==> src/rtl/clk_period_monitor.sv <==
// clk_period_monitor: measures the period of a slow square wave in clk_in
// cycles, flags periods outside [MIN_PERIOD, MAX_PERIOD], declares lock after
// LOCK_CNT good periods in a row and reports loss of the signal by timeout.
module clk_period_monitor #(
    parameter int CNT_W      = 12,
    parameter int MIN_PERIOD = 780,
    parameter int MAX_PERIOD = 788,
    parameter int TIMEOUT    = 1600,
    parameter int LOCK_CNT   = 4
) (
    input  logic             clk_in,
    input  logic             reset,
    input  logic             sig_in,
    output logic [CNT_W-1:0] period_out,
    output logic             period_valid,
    output logic             in_range,
    output logic             locked,
    output logic             timeout
);

    localparam int GW = $clog2(LOCK_CNT + 1);
    localparam logic [CNT_W-1:0] MIN_C  = CNT_W'(MIN_PERIOD);
    localparam logic [CNT_W-1:0] MAX_C  = CNT_W'(MAX_PERIOD);
    localparam logic [CNT_W-1:0] TOUT_C = CNT_W'(TIMEOUT);
    localparam logic [CNT_W-1:0] ONE_C  = CNT_W'(1);
    localparam logic [GW-1:0]    LOCK_C = GW'(LOCK_CNT);
    localparam logic [GW-1:0]    GONE_C = GW'(1);

    typedef enum logic {IDLE, MEASURE} state_t;

    state_t           state, state_d;
    logic             s1, s2, s3;
    logic             sig_rise;
    logic [CNT_W-1:0] cnt, cnt_d;
    logic [GW-1:0]    good_cnt, good_d;
    logic [CNT_W-1:0] period_d;
    logic             valid_d, range_d, locked_d, timeout_d;
    logic             win;

    // two-flop synchronizer plus one delay stage for rising-edge detection
    always_ff @(posedge clk_in or posedge reset) begin
        if (reset) begin
            s1 <= 1'b0;
            s2 <= 1'b0;
            s3 <= 1'b0;
        end else begin
            s1 <= sig_in;
            s2 <= s1;
            s3 <= s2;
        end
    end

    assign sig_rise = s2 & ~s3;
    assign win      = (cnt >= MIN_C) && (cnt <= MAX_C);

    // next-state and next-output logic; an edge takes priority over timeout
    always_comb begin
        state_d   = state;
        cnt_d     = cnt;
        good_d    = good_cnt;
        period_d  = period_out;
        valid_d   = 1'b0;
        timeout_d = 1'b0;
        range_d   = in_range;
        locked_d  = locked;
        case (state)
            IDLE: begin
                // first edge only arms the measurement
                cnt_d = '0;
                if (sig_rise) begin
                    cnt_d   = ONE_C;
                    state_d = MEASURE;
                end
            end
            MEASURE: begin
                if (sig_rise) begin
                    period_d = cnt;
                    valid_d  = 1'b1;
                    range_d  = win;
                    cnt_d    = ONE_C;
                    if (win) begin
                        if (good_cnt < LOCK_C)
                            good_d = good_cnt + GONE_C;
                        if (good_d == LOCK_C)
                            locked_d = 1'b1;
                    end else begin
                        good_d   = '0;
                        locked_d = 1'b0;
                    end
                end else if (cnt == TOUT_C) begin
                    // period_out deliberately keeps the last good measurement
                    timeout_d = 1'b1;
                    locked_d  = 1'b0;
                    range_d   = 1'b0;
                    good_d    = '0;
                    cnt_d     = '0;
                    state_d   = IDLE;
                end else begin
                    cnt_d = cnt + ONE_C;
                end
            end
            default: state_d = IDLE;
        endcase
    end

    // state, counters and registered outputs
    always_ff @(posedge clk_in or posedge reset) begin
        if (reset) begin
            state        <= IDLE;
            cnt          <= '0;
            good_cnt     <= '0;
            period_out   <= '0;
            period_valid <= 1'b0;
            in_range     <= 1'b0;
            locked       <= 1'b0;
            timeout      <= 1'b0;
        end else begin
            state        <= state_d;
            cnt          <= cnt_d;
            good_cnt     <= good_d;
            period_out   <= period_d;
            period_valid <= valid_d;
            in_range     <= range_d;
            locked       <= locked_d;
            timeout      <= timeout_d;
        end
    end

endmodule

==> config.mk <==
export PLATFORM = sky130hd
export DESIGN_NAME = clk_period_monitor
export DESIGN_NICKNAME = d
export VERILOG_FILES = /design/src/rtl/clk_period_monitor.sv
export SDC_FILE = /design/constraint.sdc
export NUM_CORES = 1
export LEC_CHECK = 0
export CORE_MARGIN = 1
export CORE_UTILIZATION = 55
export CTS_CLUSTER_DIAMETER = 100
export DETAILED_ROUTE_END_ITERATION = 6
export GPL_TIMING_DRIVEN = 0
export PLACE_DENSITY = 0.79
export SETUP_SLACK_MARGIN = 0.1
export SYNTH_ARGS = -nofsm -noshare
export SYNTH_HDL_FRONTEND = slang
export SYNTH_SLANG_ARGS = --single-unit
==> constraint.sdc <==
create_clock -name clk_in -period 3.4 [get_ports clk_in]
set_input_delay 0.68 -clock clk_in [delete_from_list [all_inputs] [get_ports clk_in]]
set_output_delay 0.68 -clock clk_in [all_outputs]
set_load 0.05 [all_outputs]
# Yosys cells after proc, flatten, opt, wreduce, memory -nomap -nowiden
# Cells that the tools add are included.
[word_totals]
out_inout_bits = 16
register_bits = 35
inputBits = 3
word_cells = 51
[classes]
n_lt_le_gt_ge = 3
muxes = 24
n_bitwise = 3
reduce_logical = 5
n_eq_ne = 3
addsub = 2
[ops]
columns = ["op", "count"]
rows = [
  ["12-bit two-way mux", 2],
  ["12-bit case mux with 2 select lines", 1],
  ["3-bit two-way mux", 7],
  ["1-bit two-way mux", 13],
  ["12-bit by 1-bit adder with 12-bit output, second input constant", 1],
  ["12-bit by 11-bit == test with 1-bit output, second input constant", 1],
  ["12-bit by 10-bit >= comparator with 1-bit output, second input constant", 1],
  ["12-bit by 10-bit <= comparator with 1-bit output, second input constant", 1],
  ["2-bit AND reduction", 2],
  ["3-bit by 1-bit adder with 3-bit output, second input constant", 1],
  ["3-bit == test, second input constant", 1],
  ["3-bit < comparator, second input constant", 1],
  ["3-bit by 2-bit inequality test with 1-bit output, second input constant", 1],
  ["3-bit AND reduction", 1],
  ["1-bit inverter", 2],
  ["1-bit case mux with 2 select lines", 1],
  ["2-bit nonzero test", 1],
  ["1-bit bitwise AND", 1],
  ["1-bit logical AND", 1],
]

# Logic depth before layout (Yosys ltp)
# Gate-level depths: netlist (run 1).
[logic_depth]
word_depth = 9
ltp_mapped = 7
depth_no_buf = 6

# Worst setup path after synthesis (run 1)
# Ideal clock, no wire load.
[synth_path]
path_type = "reg-to-reg"
start = "register cnt[0]"
end = "register good_cnt[1]"
stages_incl_launch_ff = 7
t_arrival_ns = 1.358
path_slack_ns = 1.907
n_path_buf = 0
setup_ns = 0.135
period_less_slack_ns = 1.493
required_time_ns = 3.265
cell_sequence = "dfrtp_1 > inv_1 > ha_1 > and4bb_1 > a41oi_2 > a31oi_1 > o32ai_2"
[synth_via]
elab_chain_cells = 4
word_cells_on_any_way = 8
classes_between = "order compare: 2; eq/ne: 1; mux: 2; reduce/logical: 3"
[synth_rtl]
columns = ["element", "line_no", "source"]
rows = [
  ["from (decl)", "34", "logic [CNT_W-1:0] cnt, cnt_d;"],
  ["from (signal assigned)", "119", "cnt <= cnt_d;"],
  ["12-bit by 10-bit >= comparator with 1-bit output / 12-bit by 10-bit <= comparator with 1-bit output (equally long branches)", "54", "assign win = (cnt >= MIN_C) && (cnt <= MAX_C);"],
  ["1-bit logical AND", "54", ""],
  ["3-bit two-way mux", "81", "if (win) begin"],
  ["3-bit two-way mux", "76", "if (sig_rise) begin"],
  ["to (signal assigned)", "120", "good_cnt <= good_d;"],
  ["to (decl)", "35", "logic [GW-1:0] good_cnt, good_d;"],
]
# Parallel ways exist; a longest one is shown, timed or not.
# A chain may end at the register's enable or synchronous reset.

# Final worst setup path (run 1)
[layout_path]
start = "register locked"
end = "output locked"
[layout_rtl]
columns = ["element", "line_no", "source"]
rows = [
  ["from (decl)", "17", "output logic locked,"],
  ["from (signal assigned)", "124", "locked <= locked_d;"],
]
# No word-level cell between the ends.

==> qor.json, run 1 <==
{
  "swShare_pct": 31.19,
  "share_of_the_yosys_chip_area_belonging_to_registers_pct": 54.18,
  "tritoncts": "done",
  "timing.hold.worst.class": "register to register",
  "yosys.area.top_type_share_pct": 54.18,
  "cp-start-kind": "register",
  "gr-total-overflow": 0,
  "p_clk_share_pct": 29.9,
  "final_layout_size_suffix_gt1_share_pct": 13.59,
  "global_route_usage_over_all_layers_pct": 21.13,
  "netlist.top_cell.by_area": "sky130_fd_sc_hd__dfrtp_1",
  "clk_root_buffer_cell": "sky130_fd_sc_hd__clkbuf_4",
  "fin_tns_setup_ps": 0,
  "pwr_density_cell_nw_per_um2": 538.6,
  "number_of_global_route_vias_before_repair": 1073,
  "r2r_start": "cnt[0]",
  "critical_path_peak_fanout": 3,
  "ioPinCount": 19,
  "tritoncts_num_sinks": 35,
  "fp.dieW_um": 56.22,
  "outcome": "complete, no violations",
  "cts_buffer_depth": 2,
  "cts-hold-fix-buffers": 0,
  "timing.reg2reg.worst_path_depth": 6,
  "power.share.combinational_pct": 23.4,
  "yosys.cell_count.top_type": "sky130_fd_sc_hd__nand2_1",
  "num_antenna_cells": 0,
  "floorplan.die.height_um": 56.22,
  "drv_cap": 0,
  "hold_viol": 0,
  "flow.area_growth_from_synthesis_pct": 18.89,
  "route.final.wire_length_um": 2872,
  "post_cts.resized_instances": 0,
  "htree_levels": 2,
  "unrepaired_setup_endpoints_after_global_routing": "no",
  "hold_path_startpoint": "s1",
  "detail_route.drc_violations": 0,
  "share_seq_of_total_power_pct": 46.8,
  "largest_net_degree_at_the_start_of_global_routing": 36,
  "drt_pre_antenna_iters": 4,
  "hold_ws_ps": 363.3,
  "maximum_frequency_from_static_timing_analysis_ghz": 0.4551,
  "worstHoldPathCells": 0,
  "postSynthAreaPerCell_sq_um": 10.23,
  "first_pass_grt_wire_length_um": 5057,
  "criticalPathCategory": "register to primary output",
  "reg2reg_capture_point": "good_cnt[1]",
  "biggest_area_contributors_in_the_synthesized_netlist": "sky130_fd_sc_hd__dfrtp_1 54%, sky130_fd_sc_hd__nand2_1 9.8%, sky130_fd_sc_hd__xnor2_1 3.3%, sky130_fd_sc_hd__nor2_1 3.0%, sky130_fd_sc_hd__nand3_1 2.5%",
  "period_needed_ps": 2197,
  "crit_path_max_incr_delay_ps": 800,
  "required_ps": 2720,
  "drt-initial-drc-count": 47,
  "timing.slew.headroom_pct": 54.61,
  "net_sw_power_mw": 0.3229,
  "post-cts-setup-buffers": 0,
  "synth_commonest_cells": "42 x sky130_fd_sc_hd__nand2_1, 35 x sky130_fd_sc_hd__dfrtp_1, 13 x sky130_fd_sc_hd__nor2_1",
  "timing_max_transition_violations_final": 0,
  "total_leakage_power_nw": 0.9355,
  "path_delay_family": "buffers and inverters",
  "initial_utilization_pct": 58.12,
  "final.setup_skew_ps": 5.531,
  "clk_pin_slew_ps": 100,
  "dpl.hpwl_um": 2019,
  "setup_viol_count_final": 0,
  "antenna_violating_nets_post_route": 0,
  "synth_cell_types": 38,
  "vias_per_cell": 5.400,
  "worstSetupEndpointType": "primary output",
  "peakVddDrop_mv": 0.5433,
  "number_of_antenna_violations_at_the_first_check_in_global_routing": 0,
  "netlist_area_sq_um": 1617,
  "final_nets": 189,
  "die-area_sq_um": 3160,
  "clock_latency_ps": 330,
  "synth_seq_cells": 35,
  "placement_rows": 19,
  "worstPathCellList": "clkdlybuf4s50_1",
  "core_area_sq_um": 2781,
  "number_of_buffers_added_by_the_clock_tree_synthesis_step": 5,
  "num_vias": 1161,
  "period_utilisation_layout_pct": 64.62,
  "worst_endpoint_data_arrival_time_ps": 1520,
  "synthCells": 158,
  "timing.reg2reg.setup_slack_ps": 1710,
  "port_buffers": 18,
  "crit_buf_inv": 1,
  "wl_cell_um": 13.36,
  "ys_warn_count": 0,
  "synth_nets": 164,
  "crit_path_top_delay_cell": "sky130_fd_sc_hd__clkdlybuf4s50_1",
  "worstMarginPinSlew_ps": 679.8,
  "asyncSetResetFlopFracSynth_pct": 100.0,
  "synth_flop_cell": "sky130_fd_sc_hd__dfrtp_1",
  "p_int_mw": 0.7123,
  "gp_congestion": 0.8093,
  "synth-edff-count": 0,
  "timing.hold.worst_endpoint": "s2"
}
[power groups by stage]
stage / sequential [mW] / clock [mW] / combinational (mW)
after detailed placement: 0.492 / 0 / 0.243
after CTS: 0.484 / 0.320 / 0.244
after floorplan: 0.549 / 0 / 0.117
after global routing: 0.489 / 0.341 / 0.265
after global placement: 0.490 / 0 / 0.239
final: 0.484 / 0.309 / 0.242
[worst max path at each step]
stage / from / slack, ps / depth (start not counted) / endpoint
finish: locked / 1200 / 1 / locked
global route: period_out[10] / 1130 / 1 / period_out[10]
CTS: period_out[4] / 1180 / 1 / period_out[4]
detailed placement: reset / 1200 / 2 / period_out[0]
global placement: reset / 1250 / 2 / cnt[8]
floorplan: cnt[0] / 1910 / 6 / good_cnt[1]
[state kept, by name, indices dropped and copies added (netlist names)]
name	cells
s3	1
state	1
s2	1
locked	1
period_valid	1
timeout	1
period_out	12
good_cnt	3
in_range	1
cnt	12
s1	1
[cell families after synthesis]
| group | after synthesis | share of synthesized area [%] |
|---|---|---|
| buf+inv | 14 | 4.024 |
| simple gates | 82 | 27.40 |
| flops | 35 | 54.18 |
| xor+xnor | 9 | 4.876 |
| compound gates | 15 | 7.199 |
| fa+ha+maj | 3 | 2.322 |
[through the flow]
| step | worst slack [ps] | util [%] | cells | cell area, sq um | power, mW |
|---|---|---|---|---|---|
| 6_report | 1203 | 69.10 | 215 | 1922 | 1.035 |
| 5_1_grt | 1134 | 69.10 | 215 | 1922 | 1.095 |
| 4_1_cts | 1176 | 69.10 | 215 | 1922 | 1.048 |
| 3_5_place_dp | 1198 | 65.99 | 207 | 1836 | 0.7348 |
| 3_3_place_gp | 1254 | 65.99 | 207 | 1836 | 0.7289 |
| 2_1_floorplan | 1907 | - | 158 | 1617 | 0.6659 |
[layer usage]
metal  track usage [%]  vias up  wire [um]
met5                 0        -          0
met4             9.408        0         59
met3             4.884        8        135
met2             31.12       35       1311
met1             29.95      542       1365
li1                  -      576          -
[cells in the final DEF (no fill, tap or decap), drive strengths merged]
cell type,instances
a21oi,4
a311oi,1
a31oi,1
a41o,1
a41oi,1
and4bb,2
buf,4
bufinv,1
clkbuf,7
clkdlybuf4s50,18
clkinv,1
dfrtp,35
ha,3
inv,9
nand2,42
nand2b,1
nand3,9
nand3b,1
nand4,1
nand4b,1
nor2,14
nor2b,1
nor3,2
nor4,2
nor4b,2
o21ai,4
o22ai,2
o32ai,1
or2,1
or2b,1
or3,2
xnor2,6
xor2,3
[cell type report]
| cell class | instances | area (sq um) |
|---|---|---|
| well taps | 31 | 38.79 |
| clock buffers | 6 | 51.30 |
| repair buffers | 18 | 180.2 |
| flip-flops and latches | 35 | 875.8 |
| clock inverters | 2 | 35.03 |
| fillers | 212 | 859.6 |
| multi-input cells | 109 | 675.6 |
| plain buffers | 5 | 31.28 |
| inverters | 9 | 33.78 |
Note: power is estimated with default switching activity, not from simulation.
==> run 2, diff against run 1 <==
--- a/config.mk
+++ b/config.mk
@@ -6,11 +6,11 @@
 export NUM_CORES = 1
 export LEC_CHECK = 0
 export CORE_MARGIN = 1
-export CORE_UTILIZATION = 55
+export CORE_UTILIZATION = 49
 export CTS_CLUSTER_DIAMETER = 100
 export DETAILED_ROUTE_END_ITERATION = 6
 export GPL_TIMING_DRIVEN = 0
-export PLACE_DENSITY = 0.79
+export PLACE_DENSITY = 0.74
 export SETUP_SLACK_MARGIN = 0.1
 export SYNTH_ARGS = -nofsm -noshare
 export SYNTH_HDL_FRONTEND = slang
==> constraint.sdc (replaced) <==
create_clock -name clk_in -period 2 [get_ports clk_in]
set_input_delay 0.4 -clock clk_in [delete_from_list [all_inputs] [get_ports clk_in]]
set_output_delay 0.4 -clock clk_in [all_outputs]
set_load 0.05 [all_outputs]
==> run 2 against run 1 <==
Effect of this change:
- via count increased by 1.1%
- first-iteration DRC count increased by 15%
- utilization decreased by 7.6 points
- hold slack improved by 4.7 ps
- largest cell class unchanged
- setup slack got worse by 930 ps
==> qor.json, run 2 (same netlist as run 1, synthesis figures left out) <==
{
  "outcome": "complete, no violations",
  "crit_path_top_delay_cell": "sky130_fd_sc_hd__dfrtp_1",
  "placement_rows": {"value": 20, "change": "+1"},
  "core_area": {"value": 3103, "unit": "sq um", "change": "+12%"},
  "num_antenna_cells": {"value": 0, "change": "unchanged"},
  "number_of_global_route_vias_before_repair": {"value": 1123, "change": "+4.7%"},
  "die-area": {"value": 3533, "unit": "sq um", "change": "+12%"},
  "largestRegisters": "cnt: 12 flops, period_out: 12 flops, good_cnt: 3 flops",
  "wl_cell": {"value": 12.84, "unit": "um", "change": "-3.9%"},
  "final_cell_utilization_of_the_core": {"value": 61.45, "unit": "%", "change": "-7.6 points"},
  "gr-total-overflow": {"value": 0, "change": "unchanged"},
  "tritoncts": "done",
  "global_route_usage_over_all_layers": {"value": 19.72, "unit": "%", "change": "-1.4 points"},
  "required": {"value": 2220, "unit": "ps", "change": "-500 ps"},
  "net_sw_power": {"value": 0.5402, "unit": "mW", "change": "+67%"},
  "first_pass_grt_wire_length": {"value": 4968, "unit": "um", "change": "-1.8%"},
  "cts-hold-fix-buffers": {"value": 0, "change": "unchanged"},
  "power.share.combinational": {"value": 24.8, "unit": "%", "change": "+1.4 points"},
  "drt_pre_antenna_iters": {"value": 4, "change": "unchanged"},
  "final_cell_mix": "42 x sky130_fd_sc_hd__nand2_1, 35 x sky130_fd_sc_hd__dfrtp_1, 13 x sky130_fd_sc_hd__nor2_1",
  "post_cts.resized_instances": {"value": 11, "change": "+11"},
  "flow.area_growth_from_synthesis_pct": 17.96,
  "dpl.hpwl": {"value": 2143, "unit": "um", "change": "+6.1%"},
  "largest_net_degree_at_the_start_of_global_routing": {"value": 36, "change": "unchanged"},
  "cp-start-kind": "register",
  "share_seq_of_total_power": {"value": 51.3, "unit": "%", "change": "+4.5 points"},
  "crit_buf_inv": {"value": 1, "change": "unchanged"},
  "period_needed_ps": 1732,
  "post-cts-setup-buffers": {"value": 0, "change": "unchanged"},
  "unrepaired_setup_endpoints_after_global_routing": "no",
  "antenna_violating_nets_post_route": {"value": 0, "change": "unchanged"},
  "hold_ws": {"value": 368.0, "unit": "ps", "change": "+4.706 ps"},
  "floorplan.die.height": {"value": 59.44, "unit": "um", "change": "+5.7%"},
  "clock_latency": {"value": 340, "unit": "ps", "change": "about the same"},
  "total_leakage_power": {"value": 1.057, "unit": "nW", "change": "+13%"},
  "final.setup_skew": {"value": 11.03, "unit": "ps", "change": "+5.502 ps"},
  "crit_path_max_incr_delay": {"value": 470, "unit": "ps", "change": "-330 ps"},
  "timing.reg2reg.setup_slack": {"value": 270, "unit": "ps", "change": "-1440 ps"},
  "setup_viol_count_final": {"value": 0, "change": "unchanged"},
  "drt-initial-drc-count": {"value": 54, "change": "+15%"},
  "port_buffers": {"value": 18, "change": "unchanged"},
  "cts_buffer_depth": {"value": 2, "change": "unchanged"},
  "pwr_density_cell": {"value": 838.9, "unit": "nW/um^2", "change": "+56%"},
  "criticalPathCategory": "register to register",
  "drv_cap": {"value": 0, "change": "unchanged"},
  "critical_path_peak_fanout": {"value": 7, "change": "+4"},
  "timing.hold.worst.class": "register to register",
  "maximum_frequency_from_static_timing_analysis_ghz": 0.5775,
  "vias_per_cell": {"value": 5.172, "change": "-4.2%"},
  "period_utilisation_layout_pct": 86.58,
  "gp_congestion": {"value": 0.8095, "change": "about the same"},
  "instances_no_fill": {"value": 227, "change": "+5.6%"},
  "final_layout_size_suffix_gt1_share": {"value": 13.11, "unit": "%", "change": "-0.47 points"},
  "fin_tns_setup": {"value": 0, "unit": "ps", "change": "unchanged"},
  "number_of_antenna_violations_at_the_first_check_in_global_routing": {"value": 0, "change": "unchanged"},
  "fp.dieW": {"value": 59.44, "unit": "um", "change": "+5.7%"},
  "worstMarginPinSlew": {"value": 693.9, "unit": "ps", "change": "+14.09 ps"},
  "p_clk_share": {"value": 23.9, "unit": "%", "change": "-6.0 points"},
  "ioPinCount": {"value": 19, "change": "unchanged"},
  "worst_endpoint_data_arrival_time": {"value": 1950, "unit": "ps", "change": "+430 ps"},
  "initial_utilization": {"value": 52.10, "unit": "%", "change": "-6.0 points"},
  "path_delay_family": "compound AO/OA/AOI/OAI gates",
  "dpl.cell_count": {"value": 220, "change": "+6.3%"},
  "clk_root_buffer_cell": "sky130_fd_sc_hd__clkbuf_4",
  "num_vias": {"value": 1174, "change": "+1.1%"},
  "timing_max_transition_violations_final": {"value": 0, "change": "unchanged"},
  "hold_viol": {"value": 0, "change": "unchanged"},
  "timing.slew.headroom": {"value": 53.67, "unit": "%", "change": "-0.94 points"},
  "swShare": {"value": 33.77, "unit": "%", "change": "+2.6 points"},
  "worstPathCellList": "inv_1, ha_1, and4bb_1, a41oi_2, a31oi_1, o32ai_2",
  "route.final.wire_length": {"value": 2914, "unit": "um", "change": "+1.5%"},
  "worstSetupEndpointType": "register",
  "fillerInstances": {"value": 286, "change": "+35%"},
  "final_nets": {"value": 189, "change": "unchanged"},
  "clk_pin_slew": {"value": 100, "unit": "ps", "change": "about the same"},
  "peakVddDrop": {"value": 0.4536, "unit": "mV", "change": "-17%"},
  "tritoncts_num_sinks": {"value": 35, "change": "unchanged"},
  "htree_levels": {"value": 2, "change": "unchanged"},
  "number_of_buffers_added_by_the_clock_tree_synthesis_step": {"value": 5, "change": "unchanged"},
  "layout_commonest_cell": "sky130_fd_sc_hd__nand2_1",
  "p_int": {"value": 1.059, "unit": "mW", "change": "+49%"},
  "detail_route.drc_violations": {"value": 0, "change": "unchanged"}
}
## run 2: cell count changes in the layout (fill, tap and decap cells not counted), sizes merged
cell           previous run  this run
clkdlybuf4s50            18         2
dlygate4sd2               0        11
dlymetal6s2s              0         5
bufinv                    1         0
## run 2: metrics by stage
step                      setup slack, ps  instance area (sq um)  power (mW)
after global placement              120.1                   1852       1.240
after detailed placement            53.89                   1852       1.254
after global routing                151.3                   1907       1.694
final                               268.4                   1907       1.600
after CTS                           100.4                   1894       1.624
after floorplan                     506.8                   1617       1.132
## run 2: cell type report
class	instances	area, sq um	share of cell area [%]
clock inverter	1	5.005	0.2625
buffer	5	31.28	1.640
timing repair buffer	18	178.9	9.383
inverter	9	33.78	1.772
sequential	35	875.8	45.93
clock buffer	6	51.30	2.690
multi-input combinational	109	675.6	35.43
tap	44	55.05	2.887
## run 2: power groups by stage
| stage | logic [mW] | registers [mW] | clock network, mW |
|---|---|---|---|
| floorplan | 0.199 | 0.933 | 0 |
| global placement | 0.407 | 0.833 | 0 |
| detailed placement | 0.418 | 0.837 | 0 |
| CTS | 0.401 | 0.821 | 0.402 |
| global route | 0.434 | 0.831 | 0.428 |
| finish | 0.397 | 0.820 | 0.383 |
## run 2: worst paths after layout
path / startpoint / cells past startpoint / to
max: cnt[0] / 6 / good_cnt[1]
min: s1 / 0 / s2
max reg2reg: cnt[0] / 6 / good_cnt[1]
min reg2reg: s1 / 0 / s2
max in group asynchronous: reset / 2 / period_out[5]
min in group asynchronous: reset / 2 / period_out[10]
## run 2: metal layers
| metal | track usage, % | wire length, um |
|---|---|---|
| met3 | 6.332 | 119 |
| met2 | 31.94 | 1435 |
| met5 | 0 | 0 |
| met1 | 22.63 | 1274 |
| met4 | 11.90 | 85 |
==> run 3, diff against run 2 <==
--- a/config.mk
+++ b/config.mk
@@ -10,6 +10,7 @@
 export CTS_CLUSTER_DIAMETER = 100
 export DETAILED_ROUTE_END_ITERATION = 6
 export GPL_TIMING_DRIVEN = 0
+export MAX_ROUTING_LAYER = met4
 export PLACE_DENSITY = 0.74
 export SETUP_SLACK_MARGIN = 0.1
 export SYNTH_ARGS = -nofsm -noshare
==> run 3 against run 2 <==
Effect of this change:
- via count down 0.43%
- final area unchanged
- maximum frequency about the same
- hold slack about the same
- setup slack about the same
- non-clock buffer count unchanged
- total power about the same
- largest cell class unchanged
- register-to-register slack about the same
- combinational power about the same
- sequential cell count unchanged
- clock skew about the same
- largest power group unchanged
- critical endpoint unchanged
- wire length up 0.79%
==> qor.json, run 3 (same netlist as run 1, synthesis figures left out) <==
{
  "floorplan.die.height": {"value": 59.44, "unit": "um", "change": "unchanged"},
  "detail_route.drc_violations": {"value": 0, "change": "unchanged"},
  "fin_tns_setup": {"value": 0, "unit": "ps", "change": "unchanged"},
  "outcome": "complete, no violations",
  "worst_endpoint_data_arrival_time": {"value": 1950, "unit": "ps", "change": "about the same"},
  "unrepaired_setup_endpoints_after_global_routing": "no",
  "post_cts.resized_instances": {"value": 11, "change": "unchanged"},
  "period_needed": {"value": 1732, "unit": "ps", "change": "-0.02600 ps"},
  "drt-initial-drc-count": {"value": 55, "change": "+1.9%"},
  "fillerInstances": {"value": 286, "change": "unchanged"},
  "ioPinCount": {"value": 19, "change": "unchanged"},
  "antenna_violating_nets_post_route": {"value": 0, "change": "unchanged"},
  "num_vias": {"value": 1169, "change": "-0.43%"},
  "number_of_buffers_added_by_the_clock_tree_synthesis_step": {"value": 5, "change": "unchanged"},
  "dpl.hpwl": {"value": 2143, "unit": "um", "change": "unchanged"},
  "timing_max_transition_violations_final": {"value": 0, "change": "unchanged"},
  "preCtsSetupSlack": {"value": 53.89, "unit": "ps", "change": "unchanged"},
  "first_pass_grt_wire_length": {"value": 4974, "unit": "um", "change": "+0.12%"},
  "worstSetupEndpointType": "register",
  "timing.hold.worst.class": "register to register",
  "clk_pin_slew": {"value": 100, "unit": "ps", "change": "about the same"},
  "post-cts-setup-buffers": {"value": 0, "change": "unchanged"},
  "peakVddDrop": {"value": 0.4537, "unit": "mV", "change": "about the same"},
  "final_layout_size_suffix_gt1_share": {"value": 13.11, "unit": "%", "change": "unchanged"},
  "drv_cap": {"value": 0, "change": "unchanged"},
  "fp.dieW": {"value": 59.44, "unit": "um", "change": "unchanged"},
  "tritoncts": "done",
  "initial_utilization": {"value": 52.10, "unit": "%", "change": "unchanged"},
  "timing.reg2reg.setup_slack": {"value": 270, "unit": "ps", "change": "about the same"},
  "timing.slew.headroom": {"value": 53.58, "unit": "%", "change": "-0.094 points"},
  "final_nets": {"value": 189, "change": "unchanged"},
  "layout_commonest_cell": "sky130_fd_sc_hd__nand2_1",
  "route.final.wire_length": {"value": 2937, "unit": "um", "change": "+0.79%"},
  "final_cell_mix": "42 x sky130_fd_sc_hd__nand2_1, 35 x sky130_fd_sc_hd__dfrtp_1, 13 x sky130_fd_sc_hd__nor2_1",
  "number_of_global_route_vias_before_repair": {"value": 1122, "change": "-0.089%"},
  "largestRegisters": "cnt: 12 flops, period_out: 12 flops, good_cnt: 3 flops",
  "cts_buffer_depth": {"value": 2, "change": "unchanged"},
  "vias_per_cell": {"value": 5.150, "change": "-0.43%"},
  "total_leakage_power": {"value": 1.057, "unit": "nW", "change": "unchanged"},
  "clk_root_buffer_cell": "sky130_fd_sc_hd__clkbuf_4",
  "largest_net_degree_at_the_start_of_global_routing": {"value": 36, "change": "unchanged"},
  "wl_cell": {"value": 12.94, "unit": "um", "change": "+0.79%"},
  "cts-hold-fix-buffers": {"value": 0, "change": "unchanged"},
  "drt_pre_antenna_iters": {"value": 4, "change": "unchanged"},
  "setup_ws": {"value": 268.4, "unit": "ps", "change": "+0.02600 ps"},
  "critical_path_peak_fanout": {"value": 7, "change": "unchanged"},
  "final.setup_skew": {"value": 10.99, "unit": "ps", "change": "-0.04400 ps"},
  "period_utilisation_layout": {"value": 86.58, "unit": "%", "change": "about the same"},
  "flow.area_growth_from_synthesis": {"value": 17.96, "unit": "%", "change": "unchanged"},
  "cp-start-kind": "register",
  "gp_congestion": {"value": 0.8213, "change": "+1.5%"},
  "setup_viol_count_final": {"value": 0, "change": "unchanged"},
  "hold_viol": {"value": 0, "change": "unchanged"},
  "global_route_usage_over_all_layers": {"value": 20.32, "unit": "%", "change": "+0.60 points"},
  "htree_levels": {"value": 2, "change": "unchanged"},
  "required": {"value": 2220, "unit": "ps", "change": "about the same"},
  "clock_latency": {"value": 340, "unit": "ps", "change": "about the same"},
  "num_antenna_cells": {"value": 0, "change": "unchanged"},
  "tritoncts_num_sinks": {"value": 35, "change": "unchanged"},
  "die-area": {"value": 3533, "unit": "sq um", "change": "unchanged"},
  "core_area": {"value": 3103, "unit": "sq um", "change": "unchanged"},
  "port_buffers": {"value": 18, "change": "unchanged"},
  "placement_rows": {"value": 20, "change": "unchanged"},
  "gr-total-overflow": {"value": 0, "change": "unchanged"},
  "pwr_density_cell": {"value": 839.3, "unit": "nW/um^2", "change": "about the same"},
  "maximum_frequency_from_static_timing_analysis": {"value": 0.5775, "unit": "GHz", "change": "about the same"},
  "number_of_antenna_violations_at_the_first_check_in_global_routing": {"value": 0, "change": "unchanged"},
  "criticalPathCategory": "register to register",
  "worstMarginPinSlew": {"value": 695.3, "unit": "ps", "change": "+1.401 ps"}
}
[run 3: cell counts in the layout (fill, tap and decap cells not counted)]
Identical to the previous run, type by type.
[run 3: critical path: stages (launching register included)]
cell,delay (ps)
sky130_fd_sc_hd__dfrtp_1,470
sky130_fd_sc_hd__inv_1,120
sky130_fd_sc_hd__ha_1,170
sky130_fd_sc_hd__and4bb_1,270
sky130_fd_sc_hd__a41oi_2,180
sky130_fd_sc_hd__a31oi_1,280
sky130_fd_sc_hd__o32ai_2,140
[run 3: cell type report]
| type | instances | area, sq um | share of cell area [%] |
|---|---|---|---|
| timing repair buffer | 18 | 178.9 | 9.383 |
| buffer | 5 | 31.28 | 1.640 |
| sequential | 35 | 875.8 | 45.93 |
| multi-input combinational | 109 | 675.6 | 35.43 |
| tap | 44 | 55.05 | 2.887 |
| clock buffer | 6 | 51.30 | 2.690 |
| inverter | 9 | 33.78 | 1.772 |
| clock inverter | 1 | 5.005 | 0.2625 |
[run 3: power breakdown]
| part | switching, mW | internal (mW) | total, mW | leakage (nW) |
|---|---|---|---|---|
| Sequential | 0.0499 | 0.770 | 0.820 | 0.465 |
| Combinational | 0.271 | 0.126 | 0.397 | 0.557 |
| Clock | 0.221 | 0.163 | 0.383 | 0.0341 |
| Total | 0.541 | 1.06 | 1.60 | 1.06 |
[run 3: through the flow]
step | cells | power, mW | hold WS, ps | util [%] | instance area (sq um)
2_1_floorplan | 158 | 1.132 | 331.2 | - | 1617
3_3_place_gp | 220 | 1.240 | 335.5 | 59.68 | 1852
3_5_place_dp | 220 | 1.254 | 347.2 | 59.68 | 1852
4_1_cts | 227 | 1.624 | 370.7 | 61.05 | 1894
5_1_grt | 227 | 1.694 | 378.3 | 61.45 | 1907
6_report | 227 | 1.600 | 367.9 | 61.45 | 1907
[run 3: final timing paths]
path                         from             end  depth (start not counted)
setup / recovery           cnt[0]     good_cnt[1]                          6
hold / removal                 s1              s2                          0
setup reg to reg           cnt[0]     good_cnt[1]                          6
hold reg to reg                s1              s2                          0
max in group asynchronous   reset   period_out[5]                          2
min in group asynchronous   reset  period_out[10]                          2
[run 3: routing by layer]
metal,global-route usage [%],up-vias,routed length (um)
met3,6.332,8,140
met1,22.63,562,1274
li1,-,577,-
met4,11.90,0,88
met2,31.94,22,1434
met5,-,-,0
